**src/rtl/mem_arbiter.sv**
```systemverilog
// mem_arbiter: round-robin (or fixed B-priority) arbiter/sequencer for two requesters sharing the single-port data memory.
// Latency: request accepted at cycle N, memory driven at N+1, response valid at N+2; initiation interval 3 cycles.
// Backpressure: one request in flight; a response held by rready=0 stalls in RESP and blocks both requesters.
// Ports: i_clk/i_reset; per requester (a = instruction fetch, b = load/store unit): request valid/ready/addr/wdata/bmask/wren
//        and response rvalid/rready/rdata/rerr; o_mem_addr/wdata/bmask/wren to memory, i_mem_rdata from memory; o_busy.
module mem_arbiter #(
    parameter int ADDR_W = 16,
    parameter bit RR_EN  = 1'b1
) (
    input  logic              i_clk,
    input  logic              i_reset,

    input  logic              i_a_valid,
    output logic              o_a_ready,
    input  logic [ADDR_W-1:0] i_a_addr,
    input  logic [31:0]       i_a_wdata,
    input  logic [2:0]        i_a_bmask,
    input  logic              i_a_wren,
    output logic              o_a_rvalid,
    input  logic              i_a_rready,
    output logic [31:0]       o_a_rdata,
    output logic              o_a_rerr,

    input  logic              i_b_valid,
    output logic              o_b_ready,
    input  logic [ADDR_W-1:0] i_b_addr,
    input  logic [31:0]       i_b_wdata,
    input  logic [2:0]        i_b_bmask,
    input  logic              i_b_wren,
    output logic              o_b_rvalid,
    input  logic              i_b_rready,
    output logic [31:0]       o_b_rdata,
    output logic              o_b_rerr,

    output logic [ADDR_W-1:0] o_mem_addr,
    output logic [31:0]       o_mem_wdata,
    output logic [2:0]        o_mem_bmask,
    output logic              o_mem_wren,
    input  logic [31:0]       i_mem_rdata,

    output logic              o_busy
);

    typedef enum logic [1:0] {
        S_IDLE   = 2'd0,
        S_ACCESS = 2'd1,
        S_RESP   = 2'd2
    } state_t;

    state_t state, state_nxt;

    // Latched request and response registers
    logic              last_b;      // 1 = B was granted most recently
    logic              owner_b;     // 1 = request in flight belongs to B
    logic [ADDR_W-1:0] addr_q;
    logic [31:0]       wdata_q;
    logic [2:0]        bmask_q;
    logic              wren_q;
    logic              err_q;
    logic [31:0]       rdata_q;

    logic              a_win;
    logic              b_win;
    logic              accept;
    logic              owner_rready;
    logic [ADDR_W-1:0] sel_addr;
    logic [31:0]       sel_wdata;
    logic [2:0]        sel_bmask;
    logic              sel_wren;
    logic              sel_err;

    // Illegal size codes, misaligned halves/words, and stores using the unsigned load codes
    function automatic logic req_illegal(input logic [1:0] lsb, input logic [2:0] bmask, input logic wren);
        logic bad;
        bad = 1'b0;
        case (bmask)
            3'b000, 3'b011: bad = 1'b0;
            3'b001, 3'b100: bad = lsb[0];
            3'b010:         bad = |lsb;
            default:        bad = 1'b1;
        endcase
        if (wren && (bmask == 3'b011 || bmask == 3'b100)) begin
            bad = 1'b1;
        end
        return bad;
    endfunction

    // A wins when alone, or on a tie when round-robin is on and B had the last grant
    assign a_win  = i_a_valid && (!i_b_valid || (RR_EN && last_b));
    assign b_win  = i_b_valid && !a_win;
    assign accept = (state == S_IDLE) && (a_win || b_win);

    assign sel_addr  = b_win ? i_b_addr  : i_a_addr;
    assign sel_wdata = b_win ? i_b_wdata : i_a_wdata;
    assign sel_bmask = b_win ? i_b_bmask : i_a_bmask;
    assign sel_wren  = b_win ? i_b_wren  : i_a_wren;
    assign sel_err   = req_illegal(sel_addr[1:0], sel_bmask, sel_wren);

    assign owner_rready = owner_b ? i_b_rready : i_a_rready;

    // State register
    always_ff @(posedge i_clk or posedge i_reset) begin
        if (i_reset) begin
            state <= S_IDLE;
        end else begin
            state <= state_nxt;
        end
    end

    // Next-state logic
    always_comb begin
        state_nxt = state;
        case (state)
            S_IDLE:   if (accept) state_nxt = S_ACCESS;
            S_ACCESS: state_nxt = S_RESP;
            S_RESP:   if (owner_rready) state_nxt = S_IDLE;
            default:  state_nxt = S_IDLE;
        endcase
    end

    // Request latch, grant history and response capture
    always_ff @(posedge i_clk or posedge i_reset) begin
        if (i_reset) begin
            last_b  <= 1'b1;
            owner_b <= 1'b0;
            addr_q  <= '0;
            wdata_q <= '0;
            bmask_q <= '0;
            wren_q  <= 1'b0;
            err_q   <= 1'b0;
            rdata_q <= '0;
        end else begin
            if (accept) begin
                addr_q  <= sel_addr;
                wdata_q <= sel_wdata;
                bmask_q <= sel_bmask;
                wren_q  <= sel_wren;
                err_q   <= sel_err;
                owner_b <= b_win;
                last_b  <= b_win;
            end
            if (state == S_ACCESS) begin
                // Stores and rejected requests return zero data
                rdata_q <= (wren_q || err_q) ? 32'h0 : i_mem_rdata;
            end
        end
    end

    // Outputs; write enable is decoded from state so an async reset kills it immediately
    always_comb begin
        o_a_ready  = 1'b0;
        o_b_ready  = 1'b0;
        o_a_rvalid = 1'b0;
        o_b_rvalid = 1'b0;
        o_a_rdata  = 32'h0;
        o_b_rdata  = 32'h0;
        o_a_rerr   = 1'b0;
        o_b_rerr   = 1'b0;
        o_mem_wren = 1'b0;
        o_busy     = (state != S_IDLE);
        case (state)
            S_IDLE: begin
                o_a_ready = a_win;
                o_b_ready = b_win;
            end
            S_ACCESS: begin
                o_mem_wren = wren_q && !err_q;
            end
            S_RESP: begin
                if (owner_b) begin
                    o_b_rvalid = 1'b1;
                    o_b_rdata  = rdata_q;
                    o_b_rerr   = err_q;
                end else begin
                    o_a_rvalid = 1'b1;
                    o_a_rdata  = rdata_q;
                    o_a_rerr   = err_q;
                end
            end
            default: ;
        endcase
    end

    assign o_mem_addr  = addr_q;
    assign o_mem_wdata = wdata_q;
    assign o_mem_bmask = bmask_q;

endmodule

```
**config.mk**
```make
export PLATFORM = sky130hd
export DESIGN_NAME = mem_arbiter
export DESIGN_NICKNAME = d
export VERILOG_FILES = /design/src/rtl/mem_arbiter.sv
export SDC_FILE = /design/constraint.sdc
export NUM_CORES = 1
export LEC_CHECK = 0
export BUFFER_PORTS_ARGS = -buffer_cell sky130_fd_sc_hd__buf_2
export CORE_MARGIN = 3
export CORE_UTILIZATION = 40
export DETAILED_ROUTE_END_ITERATION = 7
export PLACE_DENSITY = 0.81
export SYNTH_ARGS = -nofsm -noshare
export SYNTH_HDL_FRONTEND = slang
export SYNTH_SLANG_ARGS = --single-unit
```
**constraint.sdc**
```tcl
create_clock -name i_clk -period 3.7 [get_ports i_clk]
set_clock_uncertainty 0.2 [all_clocks]
set_input_delay 0.74 -clock i_clk [delete_from_list [all_inputs] [get_ports i_clk]]
set_output_delay 0.74 -clock i_clk [all_outputs]
set_load 0.01 [all_outputs]
```
==> summary.txt, run 1 <==
Synth
  • Ys Warns: 0
  • Top_reg_cell synth: dfrtp_1
  • Number of enable flip-flop cells after synthesis: 0
  • Sequential-to-total area share from yosys stat: 50.77%
  • Yosys top cell area share: 50.17%
  • Netlist Area Pre-Place: 0.004389 mm2
  • Synth cell types: 33
  • Area contributors post-synth: dfrtp_1 50%, mux2i_1 12%, and2_1 9.5%
  • Mapped Cells: 412
  • Synth Register Bits: 89
  • Leading area contributor after synthesis: dfrtp_1
  • Ys async rst share: 100.0%
  • Avg Inst Size Synth: 10.65 um2
  • Top-count cell post-synth: dfrtp_1
  • Most common library cells after synthesis: 88 x dfrtp_1, 67 x and2_1, 55 x a21oi_1, 55 x nor2_1, 51 x mux2i_1
  • Net count after synthesis: 554

Global route
  • Largest net degree at the start of global routing: 90
  • Initial antenna violation count: 0
  • Met1 Use GR: 23.90%
  • Tot GR Track Use: 19.90%
  • Grt ovf: 0
  • Top Usage Layer GRT: met2
  • M2 GR Usage: 34.87%
  • First-pass GRT wire length: 20270 um
  • Vias in the first global route: 4032
  • Met3 usage: 4.094%

Final layout
  • Layout cells sized above 1: 44.14%
  • Filler cell count: 926
  • Util after Layout: 56.55%
  • Fin area: 0.005943 mm2
  • Layout area overhead: 35.40%
  • Layout Nets: 803
  • ANT cells: 0

Power
  • Static leakage: 3.179 nW
  • Clock network power share: 20.0%
  • PwrDens: 692.6 mW/mm2
  • Final Power: 4.117 mW
  • Comb power frac: 39.9%
  • Seq pwr share: 40.1%
  • P_sw: 1.555 mW
  • Sw Share: 37.77%
  • Peak VDD IR: 349.6 uV
  • Pint: 2.562 mW

Timing
  • Final Hold Viols: 0
  • Worst-Margin Slew: 1.204 ns
  • Final period utilization: 82.90%
  • Fin crit period: 3.067 ns
  • Setup_tns: 0 ns
  • Final setup fails: 0
  • Max transition margin: 19.47%
  • RSZ-0062 raised after global routing: false
  • Fmax: 0.3260 GHz
  • Slew Limit Fails: 0
  • Hold slack: 0.3176 ns

Placement
  • Placed cell areas: 0.005689 mm2
  • Port bufs: 264
  • GPL Wtd Cong: 0.8544
  • Hpwl dp: 9296 um

Critical path
  • Slowest CP cell: nor2_2
  • Crit start category: flip-flop
  • CP endpoint kind: primary output
  • Crit Path Class: reg2out
  • Crit-path max FO: 34
  • Crit path cell chain: nand2b_1 -> nor2_2 -> and2_1 -> buf_2
  • Reg2reg start: last_b$_DFFE_PP1P_
  • CP endpoint: o_a_rerr
  • Worst R2R End: err_q$_DFFE_PP0P_
  • Worst EP arrival: 2.13 ns
  • Worst EP required: 2.76 ns
  • Max incr delay on CP: 0.78 ns
  • Worst Setup SP: state[0]$_DFFE_PP0P_
  • R2R depth: 5
  • R2R Setup Slk: 1.54 ns

Route
  • Via density: 4.955
  • First-pass DRT Iterations: 5
  • DRT iter0 DRCs: 246
  • Wire per inst: 15.39 um
  • Vias: 3974
  • ANT nets after route: 0
  • Residual DRC count: 0
  • WL final: 12340 um

Clock tree
  • H-tree Lvls: 3
  • Post-cts gate resize count: 0
  • Clk pin slew, worst setup/hold paths: 0.08 ns
  • CTS tree: yes
  • Clock Tree Buf Depth: 2
  • Total CTS buffers: 9
  • Clk sink count: 89
  • Later-pin clock latency in the skew report: 0.34 ns
  • Root buffer cell: clkbuf_8
  • Hold_buf cts: 0
  • Setup Buffers After CTS: 0

Floorplanning
  • Core area: 0.01051 mm2
  • Initial Util: 41.77%
  • Width of the chip: 110.8 um
  • Die ar.: 0.01227 mm2
  • I/O pin total: 265
  • Die H: 110.8 um
  • # rows: 37

Run status
  • Status: complete, no violations

Run
  • Max-Cap Viols: 0

Min path
  • Hold Path Class: reg2reg
-- layout make-up --
| class | count | area, um2 | area share (%) |
|---|---|---|---|
| repair buffers | 269 | 1359 | 22.86 |
| clock inverters | 4 | 98.84 | 1.663 |
| flip-flops and latches | 89 | 2228 | 37.49 |
| clock buffers | 12 | 155.1 | 2.611 |
| well taps | 136 | 170.2 | 2.863 |
| multi-input cells | 287 | 1911 | 32.15 |
| inverters | 5 | 21.27 | 0.3579 |
-- worst min-delay path by stage --
stage	start	to	slack, ns	depth (start not counted)
2_1_floorplan	rdata_q[0]$_DFFE_PP0P_	rdata_q[0]$_DFFE_PP0P_	0.28	1
3_3_place_gp	rdata_q[2]$_DFFE_PP0P_	rdata_q[2]$_DFFE_PP0P_	0.30	1
3_5_place_dp	rdata_q[19]$_DFFE_PP0P_	rdata_q[19]$_DFFE_PP0P_	0.30	1
4_1_cts	rdata_q[19]$_DFFE_PP0P_	rdata_q[19]$_DFFE_PP0P_	0.32	1
5_1_grt	rdata_q[0]$_DFFE_PP0P_	rdata_q[0]$_DFFE_PP0P_	0.34	1
6_report	rdata_q[19]$_DFFE_PP0P_	rdata_q[19]$_DFFE_PP0P_	0.32	1
-- per-layer routing --
metal	wire (um)	part of all wire, %
met4	332	2.7
met2	6219	50
met5	0	0
met3	917	7.4
met1	4872	39
-- logic make-up after synthesis --
kind of cell    after synthesis  share of synthesized area, %
compound gates               98                         14.79
buf+inv                      36                         6.043
flops                        89                         50.77
mux                          52                         11.89
simple gates                137                         16.51
-- cell usage in the layout (no fill, tap or decap), drive strengths merged --
cell type | netlist | layout
a211oi | 1 | 1
a21boi | 1 | 1
a21oi | 55 | 55
a22o | 33 | 33
a31oi | 2 | 2
and2 | 67 | 67
buf | 27 | 269
bufinv | 0 | 3
clkbuf | 4 | 12
clkinv | 0 | 1
dfrtp | 88 | 88
dfstp | 1 | 1
inv | 5 | 5
mux2 | 1 | 1
mux2i | 51 | 51
nand2 | 1 | 1
nand2b | 2 | 2
nor2 | 58 | 58
nor2b | 1 | 1
nor3 | 5 | 5
nor3b | 1 | 1
o2111a | 1 | 1
o21a | 1 | 1
o21ai | 1 | 1
o21bai | 1 | 1
o32ai | 2 | 2
or2 | 1 | 1
or2b | 1 | 1
-- registers in the layout, indices dropped and copies added (netlist names) --
register,cells
owner_b,1
rdata_q,32
wren_q,1
last_b,1
err_q,1
o_mem_addr,16
state,2
o_mem_bmask,3
o_mem_wdata,32
-- through the flow --
stage               std cells  setup slack, ns
global placement          786            1.067
finish                    802           0.6326
global route              802           0.4296
detailed placement        786            1.006
floorplan                 412           0.4548
CTS                       802           0.6135
-- power by group through the flow --
stage          clock, mW  combinational [mW]  sequential [mW]
4_1_cts            0.843                1.66             1.65
2_1_floorplan          0               0.980             1.75
3_5_place_dp           0                1.66             1.66
6_report           0.824                1.64             1.65
5_1_grt            0.890                1.81             1.71
3_3_place_gp           0                1.60             1.64
-- critical path, delay by kind of cell, from the launching register on --
family        cells  cell delay, ns
simple gates      3            1.23
buf+inv           1            0.14
flops             1            0.41
No activity file was read; power rests on OpenSTA's default activity.
==> run 2: changes to the inputs <==
Settings changed: ABC_AREA set to 1, CORE_UTILIZATION 40 to 39, PLACE_DENSITY 0.81 to 0.83.
Clock period 3.7 ns to 2.56 ns, I/O delays scaled along.
==> run 2 against run 1 <==
Net effect:
- sequential share of layout area grew 0.56 points
- non-clock buffer count up 3
- critical path depth is 2 higher
- final area fell by 1.5%
- routed wire length rose by 4.5%
- cell count is 17% higher
- die area decreased by 0.31%
- sequential power up 39%
- setup slack got worse by 0.44 ns
- synthesized cell count increased by 33%
==> summary.txt, run 2 <==
Critical path
  • Crit Path Class: reg2out
  • Worst EP arrival: 1.65 ns
  • Crit-path max FO: 34
  • CP endpoint kind: primary output
  • Reg2reg start: last_b$_DFFE_PP1P_
  • R2R depth: 8
  • Worst EP required: 1.85 ns
  • R2R Setup Slk: 0.75 ns
  • Worst R2R End: err_q$_DFFE_PP0P_
  • Crit start category: flip-flop

Clock tree
  • Total CTS buffers: 9
  • Root buffer cell: clkbuf_8
  • Post-cts gate resize count: 0
  • H-tree Lvls: 3
  • Clk sink count: 89
  • Clock Tree Buf Depth: 2
  • Later-pin clock latency in the skew report: 0.34 ns
  • Clk pin slew, worst setup/hold paths: 0.09 ns
  • Hold_buf cts: 0
  • Setup Buffers After CTS: 0
  • CTS tree: yes

Power
  • Seq pwr share: 37.1%
  • Static leakage: 3.242 nW
  • Clock network power share: 15.2%
  • Pint: 3.571 mW
  • Peak VDD IR: 497.8 uV
  • P_sw: 2.625 mW
  • Comb power frac: 47.7%
  • PwrDens: 1058 mW/mm2
  • Final Power: 6.196 mW
  • Sw Share: 42.36%

Final layout
  • Finished Layout Cells: 937
  • ANT cells: 0
  • Commonest non-fill, non-tap cell in the layout: buf_2
  • Layout cells sized above 1: 37.08%
  • Util after Layout: 55.97%
  • Commonest cells after routing, fill and taps aside: 264 x buf_2, 116 x nor2_1, 92 x a21oi_1
  • Layout Nets: 938
  • Layout area overhead: 37.28%
  • Fin area: 0.005856 mm2

Global route
  • Tot GR Track Use: 20.99%
  • First-pass GRT wire length: 21200 um
  • Vias in the first global route: 4391
  • Initial antenna violation count: 0
  • Grt ovf: 0
  • Largest net degree at the start of global routing: 61

Run status
  • Status: complete, no violations

Synth
  • Synth cell types: 23
  • Netlist Area Pre-Place: 0.004265 mm2
  • Area contributors post-synth: dfrtp_1 52%, a21oi_1 11%, nor2_1 10%
  • Leading area contributor after synthesis: dfrtp_1
  • Top_reg_cell synth: dfrtp_1
  • Avg Inst Size Synth: 7.798 um2
  • Number of enable flip-flop cells after synthesis: 0
  • Net count after synthesis: 689
  • Most common library cells after synthesis: 116 x nor2_1, 92 x a21oi_1, 88 x dfrtp_1
  • Ys Warns: 0
  • Ys async rst share: 100.0%
  • Sequential-to-total area share from yosys stat: 52.24%
  • Mapped Cells: 547
  • Top-count cell post-synth: nor2_1
  • Synth Register Bits: 89
  • Yosys top cell area share: 51.63%

Timing
  • RSZ-0062 raised after global routing: false
  • Final period utilization: 92.29%
  • Worst-Margin Slew: 0.6470 ns
  • Final setup fails: 0
  • Fmax: 0.4233 GHz
  • Fin crit period: 2.363 ns
  • Final Hold Viols: 0
  • Final worst slack: 0.1975 ns
  • Slew Limit Fails: 0
  • Hold slack: 0.07942 ns
  • Max transition margin: 56.87%
  • Setup_tns: 0 ns

Route
  • Wire per inst: 13.76 um
  • DRT iter0 DRCs: 214
  • First-pass DRT Iterations: 4
  • ANT nets after route: 0
  • WL final: 12890 um
  • Via density: 4.800
  • Residual DRC count: 0
  • Vias: 4498

Placement
  • Dpl ws: 0.4791 ns
  • Placed cells: 921
  • GPL Wtd Cong: 0.8547
  • Port bufs: 264
  • Hpwl dp: 9801 um
  • Placed cell areas: 0.005664 mm2

Floorplanning
  • # rows: 37
  • Width of the chip: 110.6 um
  • I/O pin total: 265
  • Initial Util: 40.77%
  • Die H: 110.6 um
  • Core area: 0.01046 mm2
  • Die ar.: 0.01223 mm2

Run
  • Max-Cap Viols: 0

Min path
  • Hold Path Class: in2async
## run 2: worst max path at each step
stage | cells after the start | to | from
finish | 6 | o_b_rdata[13] | state[0]$_DFFE_PP0P_
global route | 6 | o_b_rdata[7] | state[0]$_DFFE_PP0P_
CTS | 6 | o_a_rdata[27] | state[0]$_DFFE_PP0P_
detailed placement | 5 | o_b_ready | i_a_valid
global placement | 5 | o_b_ready | i_a_valid
floorplan | 7 | o_b_ready | i_b_valid
## run 2: cell families (layout without fill, tap and decap cells)
logic type      count (synthesis)  count (layout)  synth area share [%]
compound gates                140             140                 17.69
flops                          89              89                 52.24
simple gates                  200             200                 17.95
buf+inv                       118             372                 12.12
## run 2: cell type report
cell class	instances	area (um2)
Clock buffer	13	148.9
Clock inverter	3	40.04
Fill cell	1021	4607
Inverter	84	321.6
Multi-Input combinational cell	340	1528
Sequential cell	89	2228
Tap cell	136	170.2
Timing Repair Buffer	272	1419
## run 2: power groups by stage
stage / Sequential (mW) / Clock (mW) / Combinational, mW
2_1_floorplan: 2.49 / 0 / 1.72
3_3_place_gp: 2.30 / 0 / 2.92
3_5_place_dp: 2.33 / 0 / 2.97
4_1_cts: 2.30 / 0.981 / 2.98
5_1_grt: 2.37 / 1.05 / 3.31
6_report: 2.30 / 0.941 / 2.95
## run 2: metal layers
| layer | wire length [um] | vias up | GRT usage (%) |
|---|---|---|---|
| met5 | 0 | - | 0 |
| met4 | 325 | 0 | 8.867 |
| met3 | 1178 | 22 | 6.301 |
| met2 | 6540 | 208 | 35.40 |
| met1 | 4850 | 2059 | 24.82 |
| li1 | - | 2209 | - |
## run 2: critical path: stages, from the launching register on
cell and delay, ns:
dfrtp_1 0.41, nor2_1 0.12, inv_1 0.06, nor2_1 0.15, inv_2 0.24, nor2_1 0.18
buf_2 0.15
